`src/rtl/uart_pkg.sv`:
```
// Shared types and constants for the UART receive controller.
package uart_pkg;

    localparam int unsigned UART_DATA_W     = 8;
    // 50 MHz / (2 * 165) = 16 x 9600 baud (approximately)
    localparam int unsigned CLK_DIV_DEFAULT = 165;
    localparam int unsigned FIFO_DEPTH_DEFAULT = 8;

    typedef enum logic [1:0] {
        ST_IDLE    = 2'd0,
        ST_CAPTURE = 2'd1,
        ST_ACK     = 2'd2
    } rx_state_e;

endpackage

```
`src/rtl/uart_rx_controller_if.sv`:
```
// Receiver-side and host-side signals of the UART receive controller.
interface uart_rx_controller_if #(
    parameter int unsigned DATA_W     = 8,
    parameter int unsigned FIFO_DEPTH = 8
);
    logic                          rx_clk;
    logic [DATA_W-1:0]             rx_data;
    logic                          rx_complete_flag;
    logic                          rx_complete_del_flag;
    logic                          rd_en;
    logic [DATA_W-1:0]             rd_data;
    logic                          fifo_empty;
    logic                          fifo_full;
    logic [$clog2(FIFO_DEPTH):0]   fifo_count;
    logic                          overrun;
    logic                          overrun_clr;

    modport slave (
        input  rx_data, rx_complete_flag, rd_en, overrun_clr,
        output rx_clk, rx_complete_del_flag, rd_data, fifo_empty, fifo_full,
               fifo_count, overrun
    );

    modport master (
        output rx_data, rx_complete_flag, rd_en, overrun_clr,
        input  rx_clk, rx_complete_del_flag, rd_data, fifo_empty, fifo_full,
               fifo_count, overrun
    );
endinterface

```
`src/rtl/sync_fifo.sv`:
```
// First-word-fall-through FIFO with registered head, count, full and empty.
module sync_fifo #(
    parameter int unsigned DEPTH = 8,
    parameter int unsigned WIDTH = 8
) (
    input  logic                   clk,
    input  logic                   reset,
    input  logic                   push_i,
    input  logic [WIDTH-1:0]       wdata_i,
    input  logic                   pop_i,
    output logic [WIDTH-1:0]       rdata_o,
    output logic [$clog2(DEPTH):0] count_o,
    output logic                   full_o,
    output logic                   empty_o
);
    localparam int unsigned PTR_W = $clog2(DEPTH);
    localparam int unsigned CNT_W = PTR_W + 1;

    logic [WIDTH-1:0] mem_q [DEPTH];
    logic [PTR_W-1:0] wr_ptr_q, rd_ptr_q, rd_ptr_inc_c;
    logic [CNT_W-1:0] count_q, count_d;
    logic [WIDTH-1:0] rdata_q, rdata_d;
    logic             full_q, empty_q;
    logic             push_ok_c, pop_ok_c;

    // A push into a full FIFO is legal only when a pop frees a slot the same cycle.
    assign push_ok_c    = push_i && (!full_q || pop_i);
    assign pop_ok_c     = pop_i && !empty_q;
    assign rd_ptr_inc_c = rd_ptr_q + PTR_W'(1);

    always_comb begin
        count_d = count_q;
        rdata_d = rdata_q;
        case ({push_ok_c, pop_ok_c})
            2'b10:   count_d = count_q + CNT_W'(1);
            2'b01:   count_d = count_q - CNT_W'(1);
            default: count_d = count_q;
        endcase
        // Next head: the entry behind the popped one, or the incoming byte.
        if (pop_ok_c) begin
            if (count_q > CNT_W'(1)) begin
                rdata_d = mem_q[rd_ptr_inc_c];
            end else if (push_ok_c) begin
                rdata_d = wdata_i;
            end
        end else if (push_ok_c && empty_q) begin
            rdata_d = wdata_i;
        end
    end

    always_ff @(posedge clk) begin
        if (reset) begin
            wr_ptr_q <= '0;
            rd_ptr_q <= '0;
            count_q  <= '0;
            rdata_q  <= '0;
            full_q   <= 1'b0;
            empty_q  <= 1'b1;
        end else begin
            if (push_ok_c) wr_ptr_q <= wr_ptr_q + PTR_W'(1);
            if (pop_ok_c)  rd_ptr_q <= rd_ptr_inc_c;
            count_q <= count_d;
            rdata_q <= rdata_d;
            full_q  <= (count_d == CNT_W'(DEPTH));
            empty_q <= (count_d == CNT_W'(0));
        end
    end

    always_ff @(posedge clk) begin
        if (push_ok_c) mem_q[wr_ptr_q] <= wdata_i;
    end

    assign rdata_o = rdata_q;
    assign count_o = count_q;
    assign full_o  = full_q;
    assign empty_o = empty_q;

endmodule

```
`src/rtl/uart_rx_controller.sv`:
```
// Drives the Receiver's rx_clk, captures completed bytes into a FIFO and
// acknowledges each one through the complete/delete flag handshake.
module uart_rx_controller
    import uart_pkg::*;
#(
    parameter int unsigned CLK_DIV    = CLK_DIV_DEFAULT,
    parameter int unsigned FIFO_DEPTH = FIFO_DEPTH_DEFAULT,
    parameter int unsigned DATA_W     = UART_DATA_W
) (
    input  logic                 clk,
    input  logic                 reset,
    uart_rx_controller_if.slave  bus
);
    localparam int unsigned DIV_W = $clog2(CLK_DIV);
    localparam int unsigned CNT_W = $clog2(FIFO_DEPTH) + 1;

    logic [DIV_W-1:0] div_cnt_q;
    logic             rx_clk_q;
    logic [1:0]       sync_q;
    logic             flag_s;
    rx_state_e        state_q, state_d;
    logic             push_c, overrun_set_c, del_d;
    logic             del_q, overrun_q;
    logic             fifo_full_w, fifo_empty_w;
    logic [DATA_W-1:0] fifo_rdata_w;
    logic [CNT_W-1:0] fifo_count_w;

    // rx_clk divider: toggle on every counter wrap.
    always_ff @(posedge clk) begin
        if (reset) begin
            div_cnt_q <= '0;
            rx_clk_q  <= 1'b0;
        end else if (div_cnt_q == DIV_W'(CLK_DIV - 1)) begin
            div_cnt_q <= '0;
            rx_clk_q  <= ~rx_clk_q;
        end else begin
            div_cnt_q <= div_cnt_q + DIV_W'(1);
        end
    end

    // The completion flag originates in the rx_clk domain.
    always_ff @(posedge clk) begin
        if (reset) sync_q <= 2'b00;
        else       sync_q <= {sync_q[0], bus.rx_complete_flag};
    end
    assign flag_s = sync_q[1];

    always_ff @(posedge clk) begin
        if (reset) state_q <= ST_IDLE;
        else       state_q <= state_d;
    end

    always_comb begin
        state_d = state_q;
        case (state_q)
            ST_IDLE:    if (flag_s) state_d = ST_CAPTURE;
            ST_CAPTURE: state_d = ST_ACK;
            ST_ACK:     if (!flag_s) state_d = ST_IDLE;
            default:    state_d = ST_IDLE;
        endcase
    end

    // A full FIFO still accepts the byte when the host pops in the same cycle.
    always_comb begin
        push_c        = 1'b0;
        overrun_set_c = 1'b0;
        del_d         = (state_d == ST_ACK);
        if (state_q == ST_CAPTURE) begin
            if (!fifo_full_w || bus.rd_en) push_c = 1'b1;
            else                           overrun_set_c = 1'b1;
        end
    end

    always_ff @(posedge clk) begin
        if (reset) begin
            del_q     <= 1'b0;
            overrun_q <= 1'b0;
        end else begin
            del_q <= del_d;
            if (overrun_set_c)        overrun_q <= 1'b1;
            else if (bus.overrun_clr) overrun_q <= 1'b0;
        end
    end

    sync_fifo #(
        .DEPTH (FIFO_DEPTH),
        .WIDTH (DATA_W)
    ) u_fifo (
        .clk     (clk),
        .reset   (reset),
        .push_i  (push_c),
        .wdata_i (bus.rx_data),
        .pop_i   (bus.rd_en),
        .rdata_o (fifo_rdata_w),
        .count_o (fifo_count_w),
        .full_o  (fifo_full_w),
        .empty_o (fifo_empty_w)
    );

    assign bus.rx_clk               = rx_clk_q;
    assign bus.rx_complete_del_flag = del_q;
    assign bus.overrun              = overrun_q;
    assign bus.rd_data              = fifo_rdata_w;
    assign bus.fifo_count           = fifo_count_w;
    assign bus.fifo_full            = fifo_full_w;
    assign bus.fifo_empty           = fifo_empty_w;

endmodule
```
`src/flat_wrapper.sv`:
```
// flat-port wrapper written by rule: the top's interface ports become plain ports
module uart_rx_controller_flat import uart_pkg::*;
#(
    parameter int unsigned CLK_DIV    = CLK_DIV_DEFAULT,
    parameter int unsigned FIFO_DEPTH = FIFO_DEPTH_DEFAULT,
    parameter int unsigned DATA_W     = UART_DATA_W
)
  (clk, reset, bus_rx_data, bus_rx_complete_flag, bus_rd_en, bus_overrun_clr, bus_rx_clk, bus_rx_complete_del_flag, bus_rd_data, bus_fifo_empty, bus_fifo_full, bus_fifo_count, bus_overrun);
  uart_rx_controller_if #(.DATA_W(DATA_W), .FIFO_DEPTH(FIFO_DEPTH)) bus_i ();
  input  logic clk;
  input  logic reset;
  input wire logic [$bits(bus_i.rx_data)-1:0] bus_rx_data;
  input wire logic [$bits(bus_i.rx_complete_flag)-1:0] bus_rx_complete_flag;
  input wire logic [$bits(bus_i.rd_en)-1:0] bus_rd_en;
  input wire logic [$bits(bus_i.overrun_clr)-1:0] bus_overrun_clr;
  output wire logic [$bits(bus_i.rx_clk)-1:0] bus_rx_clk;
  output wire logic [$bits(bus_i.rx_complete_del_flag)-1:0] bus_rx_complete_del_flag;
  output wire logic [$bits(bus_i.rd_data)-1:0] bus_rd_data;
  output wire logic [$bits(bus_i.fifo_empty)-1:0] bus_fifo_empty;
  output wire logic [$bits(bus_i.fifo_full)-1:0] bus_fifo_full;
  output wire logic [$bits(bus_i.fifo_count)-1:0] bus_fifo_count;
  output wire logic [$bits(bus_i.overrun)-1:0] bus_overrun;
  assign bus_i.rx_data = bus_rx_data;
  assign bus_i.rx_complete_flag = bus_rx_complete_flag;
  assign bus_i.rd_en = bus_rd_en;
  assign bus_i.overrun_clr = bus_overrun_clr;
  assign bus_rx_clk = bus_i.rx_clk;
  assign bus_rx_complete_del_flag = bus_i.rx_complete_del_flag;
  assign bus_rd_data = bus_i.rd_data;
  assign bus_fifo_empty = bus_i.fifo_empty;
  assign bus_fifo_full = bus_i.fifo_full;
  assign bus_fifo_count = bus_i.fifo_count;
  assign bus_overrun = bus_i.overrun;
  uart_rx_controller #(.CLK_DIV(CLK_DIV), .FIFO_DEPTH(FIFO_DEPTH), .DATA_W(DATA_W)) u_core (.clk(clk), .reset(reset), .bus(bus_i));
endmodule
```
`config.mk`:
```
export PLATFORM = sky130hd
export DESIGN_NAME = uart_rx_controller_flat
export DESIGN_NICKNAME = d
export VERILOG_FILES = /design/src/rtl/uart_pkg.sv /design/src/rtl/uart_rx_controller_if.sv /design/src/rtl/sync_fifo.sv /design/src/rtl/uart_rx_controller.sv /design/src/flat_wrapper.sv
export SDC_FILE = /design/constraint.sdc
export NUM_CORES = 1
export LEC_CHECK = 0
export BUFFER_PORTS_ARGS = -buffer_cell sky130_fd_sc_hd__buf_2
export CORE_ASPECT_RATIO = 1.2
export CORE_MARGIN = 3
export CORE_UTILIZATION = 59
export CTS_BUF_LIST = sky130_fd_sc_hd__clkbuf_4 sky130_fd_sc_hd__clkbuf_8 sky130_fd_sc_hd__clkbuf_16
export DETAILED_ROUTE_END_ITERATION = 6
export PLACE_DENSITY = 0.78
export SYNTH_ARGS = -nofsm -noshare
export SYNTH_HDL_FRONTEND = slang
export SYNTH_SLANG_ARGS = --single-unit
```
`constraint.sdc`:
```
create_clock -name clk -period 2.9 [get_ports clk]
set_input_delay 0.58 -clock clk [delete_from_list [all_inputs] [get_ports clk]]
set_output_delay 0.58 -clock clk [all_outputs]
set_load 0.1 [all_outputs]
```
Word level (Yosys, flattened, before mapping)
Memory sizes are Yosys's and may differ from the RTL's. Cells that the tools add are included. W data, S select, Z words.

Flip-flop bits (word level): 35. Bits in latches: 0. Memory bits (writable): 64. ROM bits: 0. Input bits: 13. Output and inout port bits: 17. Word-level logic and storage cells: 56. Memories kept: 1.

Memory list: u_core.u_fifo.mem_q (depth 8, width 8, rd ports 1, clocked after Yosys merged registers in 0, write ports 1, line sync_fifo.sv:19) `logic [WIDTH-1:0] mem_q [DEPTH];`.

Add/sub/neg operators: 5. Multipliers: 0. Div/mod/pow operators: 0. Magnitude comparators: 1. Equality and inequality tests: 8. Shift-type cells: 0. Multiplexer cells: 16. Bitwise operators: 1. Reduce and logical (&&, ||, !) cells: 12.

Operators by type and width (number): $mux W8 (4); $add A8 B1 Y8 const B (1); $eq A8 B8 Y1 const B (1); $mux W1 (8); $pmux W4 S2 (1); $add A3 B1 Y3 const B (2); $eq A2 B2 Y1 const B (3); $pmux W2 S3 (1); $add A4 B1 Y4 const B (1); $eq A2 B1 Y1 const B (2); $eq A4 B4 Y1 const B (1); $gt A4 B1 Y1 const B (1); $logic_not A4 Y1 (1); $mux W2 (2); $reduce_bool A2 Y1 (2); $sub A4 B1 Y4 const B (1); $logic_and A1 B1 Y1 (3); $ne A3 B2 Y1 const B (1); $logic_not A1 Y1 (2); $logic_not A2 Y1 (1); $reduce_and A2 Y1 (1); $reduce_or A2 Y1 (1); $logic_or A1 B1 Y1 (1); $not A1 Y1 (1).

Longest topological paths before layout
Gate-level depths: netlist of the first run.

Depth in word-level cells: 8. Gate-level depth with buffers: 8. Depth with buffers taken out: 8.

Modules after synthesis
A second synthesis of the first run with hierarchy kept.

Cells, all modules: 314. Area total of the unflattened synthesis: 4136.5 µm².

Modules (own cells, without submodules): sync_fifo (times used 1, cells each 251, area each 3557.2 µm², seq. area each 2322.2 µm²); uart_rx_controller (times used 1, cells each 63, area each 579.3 µm², seq. area each 300.3 µm²).

Least setup slack after synthesis of the first run
No wires, ideal clock.

Path type: register to register. From: register u_core.u_fifo.full_q (netlist: u_core.u_fifo.full_o). To: register u_core.u_fifo.rdata_q[0] (netlist: u_core.u_fifo.rdata_o[0]). Setup time: 122 ps. Arrival time: 2524 ps. Required time: 2778 ps. Slack: 254 ps. Stages on the path, launching flop included: 7. Clock period less this slack: 2646 ps. Cells stage by stage: dfxtp_1 nand2b_1 nand2_1 ha_1 or4b_1 o2111a_1 a221o_1.

Word-level cells in the longest chain between the ends: 8.

RTL lines: start, declared (line sync_fifo.sv:23) `logic full_q, empty_q;`; start signal, assigned (line sync_fifo.sv:64) `full_q <= (count_d == CNT_W'(DEPTH));`; $logic_not A1 Y1 * (line sync_fifo.sv:27, uart_rx_controller.sv:69); $logic_or A1 B1 Y1 * (line sync_fifo.sv:27, uart_rx_controller.sv:69); $mux W1 (line uart_rx_controller.sv:69) `if (!fifo_full_w || bus.rd_en) push_c = 1'b1;`; $mux W1 (line uart_rx_controller.sv:68) `if (state_q == ST_CAPTURE) begin`; $logic_and A1 B1 Y1 * (line sync_fifo.sv:27) `assign push_ok_c = push_i && (!full_q || pop_i);`; $logic_and A1 B1 Y1 (line sync_fifo.sv:46) `end else if (push_ok_c && empty_q) begin`; $reduce_bool A2 Y1 (no line); $reduce_and A2 Y1 (no line) *; end signal, assigned (line sync_fifo.sv:63) `rdata_q <= rdata_d;`; end, declared (line sync_fifo.sv:22) `logic [WIDTH-1:0] rdata_q, rdata_d;`.

Mark *: on every way between the ends. The rest lies on a longest branch, timed or not. A chain may end at the register's enable or synchronous reset.

Final worst setup path of the first run
From: register u_core.state_q[0]. To: register u_core.u_fifo.rdata_q[0] (netlist: u_core.u_fifo.rdata_o[0]).

Word-level cells in the longest chain between the ends: 6.

RTL lines: start, declared (line uart_rx_controller.sv:21) `rx_state_e state_q, state_d;`; start signal, assigned (line uart_rx_controller.sv:50) `else state_q <= state_d;`; $eq A2 B1 Y1 * (line uart_rx_controller.sv:68); $mux W1 * (line uart_rx_controller.sv:68); $logic_and A1 B1 Y1 * (line sync_fifo.sv:27); $logic_and A1 B1 Y1 (line sync_fifo.sv:46); $reduce_bool A2 Y1 (no line); $reduce_and A2 Y1 (no line) *.

Marked as above.

==> results of run 1 <==
sequential cells by signal, summed over array words and instances (netlist names):
register,cells
u_core.u_fifo.mem_q,64
u_core.div_cnt_q,8
u_core.u_fifo.rdata_o,8
u_core.u_fifo.count_o,4
u_core.u_fifo.rd_ptr_q,3
u_core.u_fifo.wr_ptr_q,3
u_core.state_q,2
u_core.sync_q,2
u_core.bus.overrun,1
u_core.bus.rx_clk,1
u_core.bus.rx_complete_del_flag,1
u_core.u_fifo.empty_o,1
u_core.u_fifo.full_o,1
how the worst max path moves through the flow:
stage                                    start                        to
final                        u_core.state_q[0]  u_core.u_fifo.rdata_o[0]
after global placement               bus_rd_en  u_core.u_fifo.rdata_o[6]
after detailed placement             bus_rd_en  u_core.u_fifo.rdata_o[2]
after global routing         u_core.state_q[0]      u_core.u_fifo.full_o
after floorplan           u_core.u_fifo.full_o  u_core.u_fifo.rdata_o[0]
after CTS                    u_core.state_q[0]  u_core.u_fifo.rdata_o[7]
critical path, cell delays in order (launching register included):
cell	delay, ps
dfxtp_1	340
nor2b_1	160
nand2_1	220
ha_1	220
or4b_1	460
o2111a_1	300
a221o_1	390
cell usage in the layout (no fill, tap or decap), types with 2 or more instances in the layout:
cell type	netlist	layout
xor2_1	7	7
o21ai_0	3	3
edfxtp_1	64	64
nor3b_1	3	3
xnor2_1	5	5
nand3_1	4	4
nand2_1	9	9
clkbuf_8	0	9
buf_4	3	13
a221o_1	8	8
inv_1	9	9
nand4_1	2	2
a21oi_1	6	6
dfxtp_1	35	35
mux4_1	8	8
nor3_1	6	6
ha_1	10	10
nor4b_1	2	2
nor2b_1	8	8
mux2i_1	34	34
and2_1	2	2
clkinvlp_4	0	3
nand2b_1	4	4
buf_2	3	29
nor2_1	29	29
and3_1	2	2
through the flow:
| stage | instances | setup slack, ps | total power, mW | area, sq um | util (%) |
|---|---|---|---|---|---|
| floorplan | 288 | 254 | 1.60 | 4120 | - |
| global placement | 404 | 369 | 1.63 | 4420 | 66.9 |
| detailed placement | 404 | 308 | 1.64 | 4420 | 66.9 |
| CTS | 420 | 681 | 2.48 | 4610 | 69.8 |
| global route | 420 | 553 | 2.55 | 4610 | 69.8 |
| finish | 420 | 691 | 2.46 | 4610 | 69.8 |
cell type report:
type                       instances  area, sq um
clock buffer                      10          131
clock inverter                     6         65.1
fill                             453         1990
inverter                           9         33.8
multi-input combinational        169         1410
sequential                        99         2620
tap                               85          106
timing repair buffer              42          243
Yosys cell counts (all sizes together), types with 2 or more instances:
cell	count
nor4b	2
ha	10
dfxtp	35
xor2	7
inv	9
nor3b	3
a21oi	6
clkbuf	4
nand3	4
and3	2
a221o	8
nand4	2
nor3	6
xnor2	6
nand2b	4
buf	7
mux4	8
edfxtp	64
mux2i	34
nor2	29
o311ai	2
nor2b	8
and2	2
nand2	9
o21ai	3
report_power, final:
part	total [mW]	switching, mW	internal (mW)
combinational	0.0876	0.0626	0.0251
clock	0.860	0.452	0.408
sequential	1.52	0.00851	1.51
total	2.46	0.523	1.94
cell families after synthesis:
kind of cell / Yosys count / share of synthesized area [%]
compound gates: 25 / 4.71
xor+xnor: 13 / 2.95
fa+ha+maj: 10 / 3.04
buf+inv: 20 / 2.19
flops: 99 / 63.7
mux: 43 / 13.6
simple gates: 78 / 9.78
metal layers:
layer	wire, um	vias up	GRT usage [%]
met5	0	-	0
met4	110	0	7.93
met3	327	8	4.27
met2	3640	52	31.2
met1	3320	1194	26.4
li1	-	1161	-
==> impl_metrics.toml, run 1 <==
[worst_setup_path]
cp_max_fo = 8
arrival_ps = 2450
reg2reg_to = "u_core.u_fifo.rdata_o[0]"
r2r.worst_path.cells = 6
required_ps = 3140
critPathLaunchType = "flop"
reg2reg_slack_ps = 690
cp-end-kind = "flop"
crit_type = "reg -> reg"
r2r_start = "u_core.state_q[0]"

[timing]
timing.hold.ws_ps = 430
fin_worst_skew_ps = 10.8
rsz0062_at_grt = "false"
layout_min_cycle_time_ps = 2210
hold_violations = 0
finalSetupTns_ps = 0
drv_slew = 0
timing.final.crit_share_pct = 76.2
maxSlewHeadroom_pct = 50.6
fmax_mhz = 453
setup_viol = 0
tightest_slew_ps = 737

[die]
dieArea_sq_um = 8020
start_util_pct = 62.3
fp.dieH_um = 97.5
io_pins = 30
core-area_sq_um = 6610
rows = 32
die_w_um = 82.3

[logic_synthesis]
netlist_area_sq_um = 4120
syn_inst = 288
yosysWarnings = 0
synth-seq-cells = 99
synthArstFlopShare_pct = 0
synth_flop_cell = "edfxtp_1"
synth_edf_count = 64
synth_top_area_share_pct = 46.7
syn_area_per_cell_sq_um = 14.3
ys_top_cells_by_area = "edfxtp_1 (47%), dfxtp_1 (17%), mux2i_1 (8.3%), mux4_1 (5.1%), ha_1 (3.0%)"
syn-num-nets = 311
ys_types = 43
seq_area_frac_synth_pct = 63.7
yosys.area.top_type = "edfxtp_1"

[clock_network]
clock_latency_ps = 360
cts_tree = "done"
post-cts-setup-buffers = 0
cts_sinks = 99
htreeDepth = 3
cts_buffers = 9
ctsHoldBuffers = 0
cts-resized-gates = 0
clock_path_buffers = 2
clk_pin_slew_ps = 90
cts_root_buffer = "clkbuf_8"

[worst_hold_path]
hp-class = "in -> reg"
hold-path-endpoint = "u_core.sync_q[0]"
min_path_cells = 2
hold_start = "bus_rx_complete_flag"

[job]
cap_violations = 0

[finish]
final_nets = 353
antenna_cells = 0
synthToLayoutAreaGrowth_pct = 12.0
drive_gt1_share_pct = 18.2

[detailed_routing]
drtIter0Drc = 149
viasPerCell = 5.75
drt-total-wl_mm = 7.40
vias = 2415
wire_per_inst_um = 17.6
drtAntennaViolNets = 0
post-route-drc-count = 0
dr.pass1.iters = 4

[placement]
port_buffers = 29
hpwl_mm = 4.79
gp_congestion = 0.783

[global_routing]
grt.total_usage_pct = 19.8
grt_start_max_net_pins = 34
grt_pass1_vias = 2268
overflow = 0
grt_first_pass_wirelength_mm = 11.6
antenna_found_initial = 0

[power_and_ir_drop]
powerDensity_nw_per_um2 = 534
leakage_nw = 1.64
peakVddDrop_uv = 418

[outcome]
outcome = "complete, no violations"
No activity file was read; power rests on OpenSTA's default activity.
==> run 2: changes to the inputs <==
- CORE_UTILIZATION: 59 -> 54
- PLACE_DENSITY: 0.78 -> 0.76
- clock period: 2.9 -> 2 ns (I/O delays scaled with it)
==> run 2 against run 1 <==
Against the previous run:
- clock-buffer cell count grew 1
- sequential share of layout area shrank 1.6 points
- worst hold slack lost 170 ps
- register-to-register slack lost 580 ps
- cell area grew 3.6%
- maximum frequency grew 17%
- total power grew 42%
- utilization shrank 4.5 points
- global-route usage shrank 1.7 points
- critical path depth is the same
- final cell count grew 4.8%
==> impl_metrics.toml, run 2 (synthesized netlist as in run 1, its figures left out) <==
[timing]
fin_worst_skew_ps = 8.40
layout_min_cycle_time_ps = 1890
tightest_slew_ps = 490
maxSlewHeadroom_pct = 67.6
drv_slew = 0
finalSetupTns_ps = 0
fmax_mhz = 528
timing.hold.ws_ps = 255
rsz0062_at_grt = "false"
setup_viol = 0
hold_violations = 0
timing.final.crit_share_pct = 94.7

[worst_setup_path]
reg2reg_slack_ps = 110
crit_path_start = "u_core.u_fifo.count_o[1]"
r2r.worst_path.cells = 6
required_ps = 2240
cp_max_fo = 8
crit_type = "reg -> reg"
r2r_start = "u_core.u_fifo.count_o[1]"
arrival_ps = 2130
reg2reg_to = "u_core.u_fifo.rdata_o[0]"
cp-end-kind = "flop"
critPathLaunchType = "flop"
cp-endpoint = "u_core.u_fifo.rdata_o[0]"

[finish]
layout_common_cells = "edfxtp_1 (64), mux2i_1 (33), nor2_1 (29), buf_2 (29), dfxtp_1 (28)"
fin_area_sq_um = 4780
synthToLayoutAreaGrowth_pct = 16.1
antenna_cells = 0
final_common_cell = "edfxtp_1"
fill_cells = 545
largest_reg_flops = 64
final_nets = 368
drive_gt1_share_pct = 26.3
largest_register = "u_core.u_fifo.mem_q"

[die]
start_util_pct = 56.3
core-area_sq_um = 7320
dieArea_sq_um = 8710
fp.dieH_um = 102
rows = 34
die_w_um = 85.7
io_pins = 30

[global_routing]
grt_pass1_vias = 2414
use_met1_pct = 23.2
grt_first_pass_wirelength_mm = 12.0
met2_usage_pct = 30.8
grt_util_met3_pct = 4.23
top_usage_layer = "met2"
antenna_found_initial = 0
grt.total_usage_pct = 18.1
grt_start_max_net_pins = 22
overflow = 0

[clock_network]
htreeDepth = 3
cts_tree = "done"
clock_latency_ps = 350
cts_root_buffer = "clkbuf_8"
post-cts-setup-buffers = 0
cts_buffers = 9
clk_pin_slew_ps = 90
clock_path_buffers = 2
cts_sinks = 99

[detailed_routing]
viasPerCell = 5.52
post-route-drc-count = 0
drtIter0Drc = 198
wire_per_inst_um = 17.2
dr.pass1.iters = 4
drt-total-wl_mm = 7.56
vias = 2430
drtAntennaViolNets = 0

[job]
cap_violations = 0

[power_and_ir_drop]
powerDensity_nw_per_um2 = 732
peakVddDrop_uv = 432
leakage_nw = 1.72

[outcome]
outcome = "complete, no violations"

[worst_hold_path]
hp-class = "in -> reg"
hold_start = "bus_rx_complete_flag"

[placement]
post_dp_cell_area_sq_um = 4570
port_buffers = 29
hpwl_mm = 5.08
gp_congestion = 0.832
==> run 2: final cells by class <==
cell class                      count  area (sq um)  area share (%)
Sequential cell                    99          2640            55.3
Multi-Input combinational cell    169          1440            30.2
Timing Repair Buffer               57           368            7.70
Clock buffer                       11           145            3.04
Tap cell                           90           113            2.36
Clock inverter                      5          36.3           0.759
Inverter                            9          33.8           0.707
==> run 2: worst min path at each step <==
stage / end / slack, ps / depth (start not counted)
2_1_floorplan: u_core.sync_q[1] / 410 / 1
3_3_place_gp: u_core.sync_q[1] / 420 / 1
3_5_place_dp: u_core.sync_q[1] / 430 / 1
4_1_cts: u_core.sync_q[0] / 240 / 2
5_1_grt: u_core.u_fifo.count_o[1] / 290 / 2
6_report: u_core.sync_q[0] / 260 / 2
==> run 2: worst max-delay path, cell delays in order (launching register included) <==
cell	delay, ps
dfxtp_4	370
inv_1	70
ha_1	170
nor2_1	80
or4b_1	490
o2111a_2	230
a221o_1	370
==> run 2: what timing repair did <==
action / CTS / global route
resized for setup: 1 / 10
endpoints found under the setup margin: 2 / 2
hold buffers: 0 / 0
pin swaps: 0 / 1
==> run 2: per-stage QoR <==
| stage | utilization, % | setup WS, ps | std cells | power [mW] |
|---|---|---|---|---|
| global placement | 62.4 | -29.5 | 424 | 2.37 |
| floorplan | - | 13.5 | 288 | 2.32 |
| finish | 65.3 | 107 | 440 | 3.50 |
| global route | 65.3 | 16.1 | 440 | 3.63 |
| detailed placement | 62.4 | -107 | 424 | 2.37 |
| CTS | 64.9 | 74.4 | 440 | 3.52 |
==> run 2: power by group <==
part           internal (mW)  leakage (nW)  total (mW)  switching (mW)
Sequential              2.18         0.863        2.19          0.0123
Combinational         0.0418         0.768       0.136          0.0940
Clock                  0.503        0.0854        1.17           0.666
Total                   2.73          1.72        3.50           0.772
==> run 2: metal layers <==
metal	share of wire [%]	vias to the layer above
met3	4.7	6
met4	1.0	0
met5	0	-
met2	50	52
li1	-	1193
met1	44	1179
==> run 3: changes to the inputs <==
- CORE_UTILIZATION: 54 -> 36
- PLACE_DENSITY: 0.76 -> default
==> run 3 against run 2 <==
Against the previous run:
- worst hold slack improved by 7.1 ps
- critical path type unchanged
- largest cell class unchanged
- total power rose by 16%
- cell area rose by 4.1%
- clock-buffer cell count fell by 2
- critical path depth did not move
- sequential power barely moved
- first-iteration DRC count fell by 54%
- combinational power barely moved
- final cell count rose by 14%
- via count rose by 0.95%
==> impl_metrics.toml, run 3 (synthesized netlist as in run 1, its figures left out) <==
[power_and_ir_drop]
internal_power_mw = 3.20
seqPwrFrac_pct = 53.9
powerDensity_nw_per_um2 = 819
p_sw_share_pct = 21.4
combinationalPowerShare_pct = 3.3
leakage_nw = 1.77
clkPwrFrac_pct = 42.8
peakVddDrop_uv = 407
p_sw_mw = 0.871

[detailed_routing]
drtIter0Drc = 91
dr.pass1.iters = 4
viasPerCell = 4.89
drtAntennaViolNets = 0
post-route-drc-count = 0
wire_per_inst_um = 16.1
drt-total-wl_mm = 8.07
vias = 2453

[worst_hold_path]
hold-path-endpoint = "u_core.sync_q[0]"
hold_start = "bus_rx_complete_flag"
min_path_cells = 2
hp-class = "in -> reg"

[finish]
layout_common_cells = "edfxtp_1 (64), mux2i_1 (33), dfxtp_1 (30)"
multi_input_area_sq_um = 1440
stdcell_count = 502
final_nets = 366
regArea_sq_um = 2640
drive_gt1_share_pct = 25.3
synthToLayoutAreaGrowth_pct = 20.8
fill_cells = 1015
fin_area_sq_um = 4970
final_common_cell = "edfxtp_1"
largest_reg_flops = 64
antenna_cells = 0
largest_register = "u_core.u_fifo.mem_q"

[die]
dieArea_sq_um = 12800
io_pins = 30
core-area_sq_um = 11100
die_w_um = 104
fp.dieH_um = 123
start_util_pct = 37.1
rows = 42

[timing]
fin_worst_skew_ps = 9.56
layout_min_cycle_time_ps = 1950
timing.hold.ws_ps = 262
fmax_mhz = 513
tightest_slew_ps = 490
setup_viol = 0
timing.final.crit_share_pct = 97.4
maxSlewHeadroom_pct = 67.6
hold_violations = 0
drv_slew = 0

[placement]
hpwl_mm = 5.35
post_dp_cell_area_sq_um = 4650
port_buffers = 29
gp_congestion = 0.760
dp_cells = 486

[worst_setup_path]
critPathLaunchType = "flop"
required_ps = 2230
crit_type = "reg -> reg"
r2r.worst_path.cells = 6
reg2reg_to = "u_core.u_fifo.rdata_o[1]"
r2r_start = "u_core.u_fifo.count_o[1]"
cp_max_fo = 8
reg2reg_slack_ps = 50
arrival_ps = 2180
cp-end-kind = "flop"
crit_chain = "inv_1, ha_2, nor2_1, or4b_1, o2111a_2, a221o_1"
worst_path_max_delay_cell = "or4b_1"
max_stage_delay_ps = 490

[clock_network]
cts-resized-gates = 0
cts_sinks = 99
htreeDepth = 3
post-cts-setup-buffers = 0
cts_root_buffer = "clkbuf_16"
clock_path_buffers = 2
clock_latency_ps = 350
ctsHoldBuffers = 0
clk_pin_slew_ps = 70
cts_tree = "done"
cts_buffers = 9

[job]
cap_violations = 0

[global_routing]
grt_pass1_vias = 2464
grt.total_usage_pct = 13.3
overflow = 0
antenna_found_initial = 0
grt_first_pass_wirelength_mm = 12.8
grt_start_max_net_pins = 22

[outcome]
outcome = "complete, no violations"
-- run 3: worst max path at each step --
| stage | start | end | slack, ps | cells past startpoint |
|---|---|---|---|---|
| finish | u_core.u_fifo.count_o[1] | u_core.u_fifo.rdata_o[1] | 50 | 6 |
| global route | u_core.u_fifo.count_o[1] | u_core.u_fifo.rdata_o[2] | -10 | 6 |
| CTS | u_core.state_q[0] | u_core.u_fifo.full_o | 70 | 8 |
| detailed placement | bus_rd_en | u_core.u_fifo.full_o | -90 | 9 |
| global placement | bus_rd_en | u_core.u_fifo.rdata_o[3] | -50 | 7 |
| floorplan | u_core.u_fifo.full_o | u_core.u_fifo.rdata_o[0] | 10 | 6 |
-- run 3: layer usage --
metal	wire, um	GRT usage, %	share of wire [%]
met3	324	3.55	4.0
met5	0	0	0
met4	202	7.23	2.5
met2	3990	22.8	49
met1	3560	15.3	44
-- run 3: final cells by class --
cell class | instances | share of cell area, %
multi-input combinational | 169 | 29.0
clock buffer | 9 | 4.53
inverter | 9 | 0.679
clock inverter | 7 | 1.48
tap | 154 | 3.87
sequential | 99 | 53.1
timing repair buffer | 55 | 7.35
-- run 3: critical path, delay by kind of cell, from the launching register on --
family,cells,cell delay (ps)
adder cells (fa/ha/maj),1,200
flip-flops,1,370
AND/OR/NAND/NOR,2,560
AO/OA/AOI/OAI,2,600
buffers and inverters,1,100
-- run 3: power by group through the flow --
stage | combinational [mW] | sequential (mW) | clock, mW
global route | 0.149 | 2.20 | 1.87
global placement | 0.134 | 2.24 | 0
detailed placement | 0.137 | 2.24 | 0
finish | 0.136 | 2.20 | 1.74
CTS | 0.137 | 2.19 | 1.79
floorplan | 0.0466 | 2.27 | 0
-- run 3: stage by stage --
step                      setup slack, ps  utilization, %  TNS [ps]  power (mW)
after floorplan                      13.5               -         0        2.32
after global placement              -48.4            41.9      -382        2.37
after detailed placement            -86.6            41.9      -779        2.38
after CTS                            68.8            44.6         0        4.12
after global routing                -10.0            44.9     -26.0        4.22
final                                51.7            44.9         0        4.07
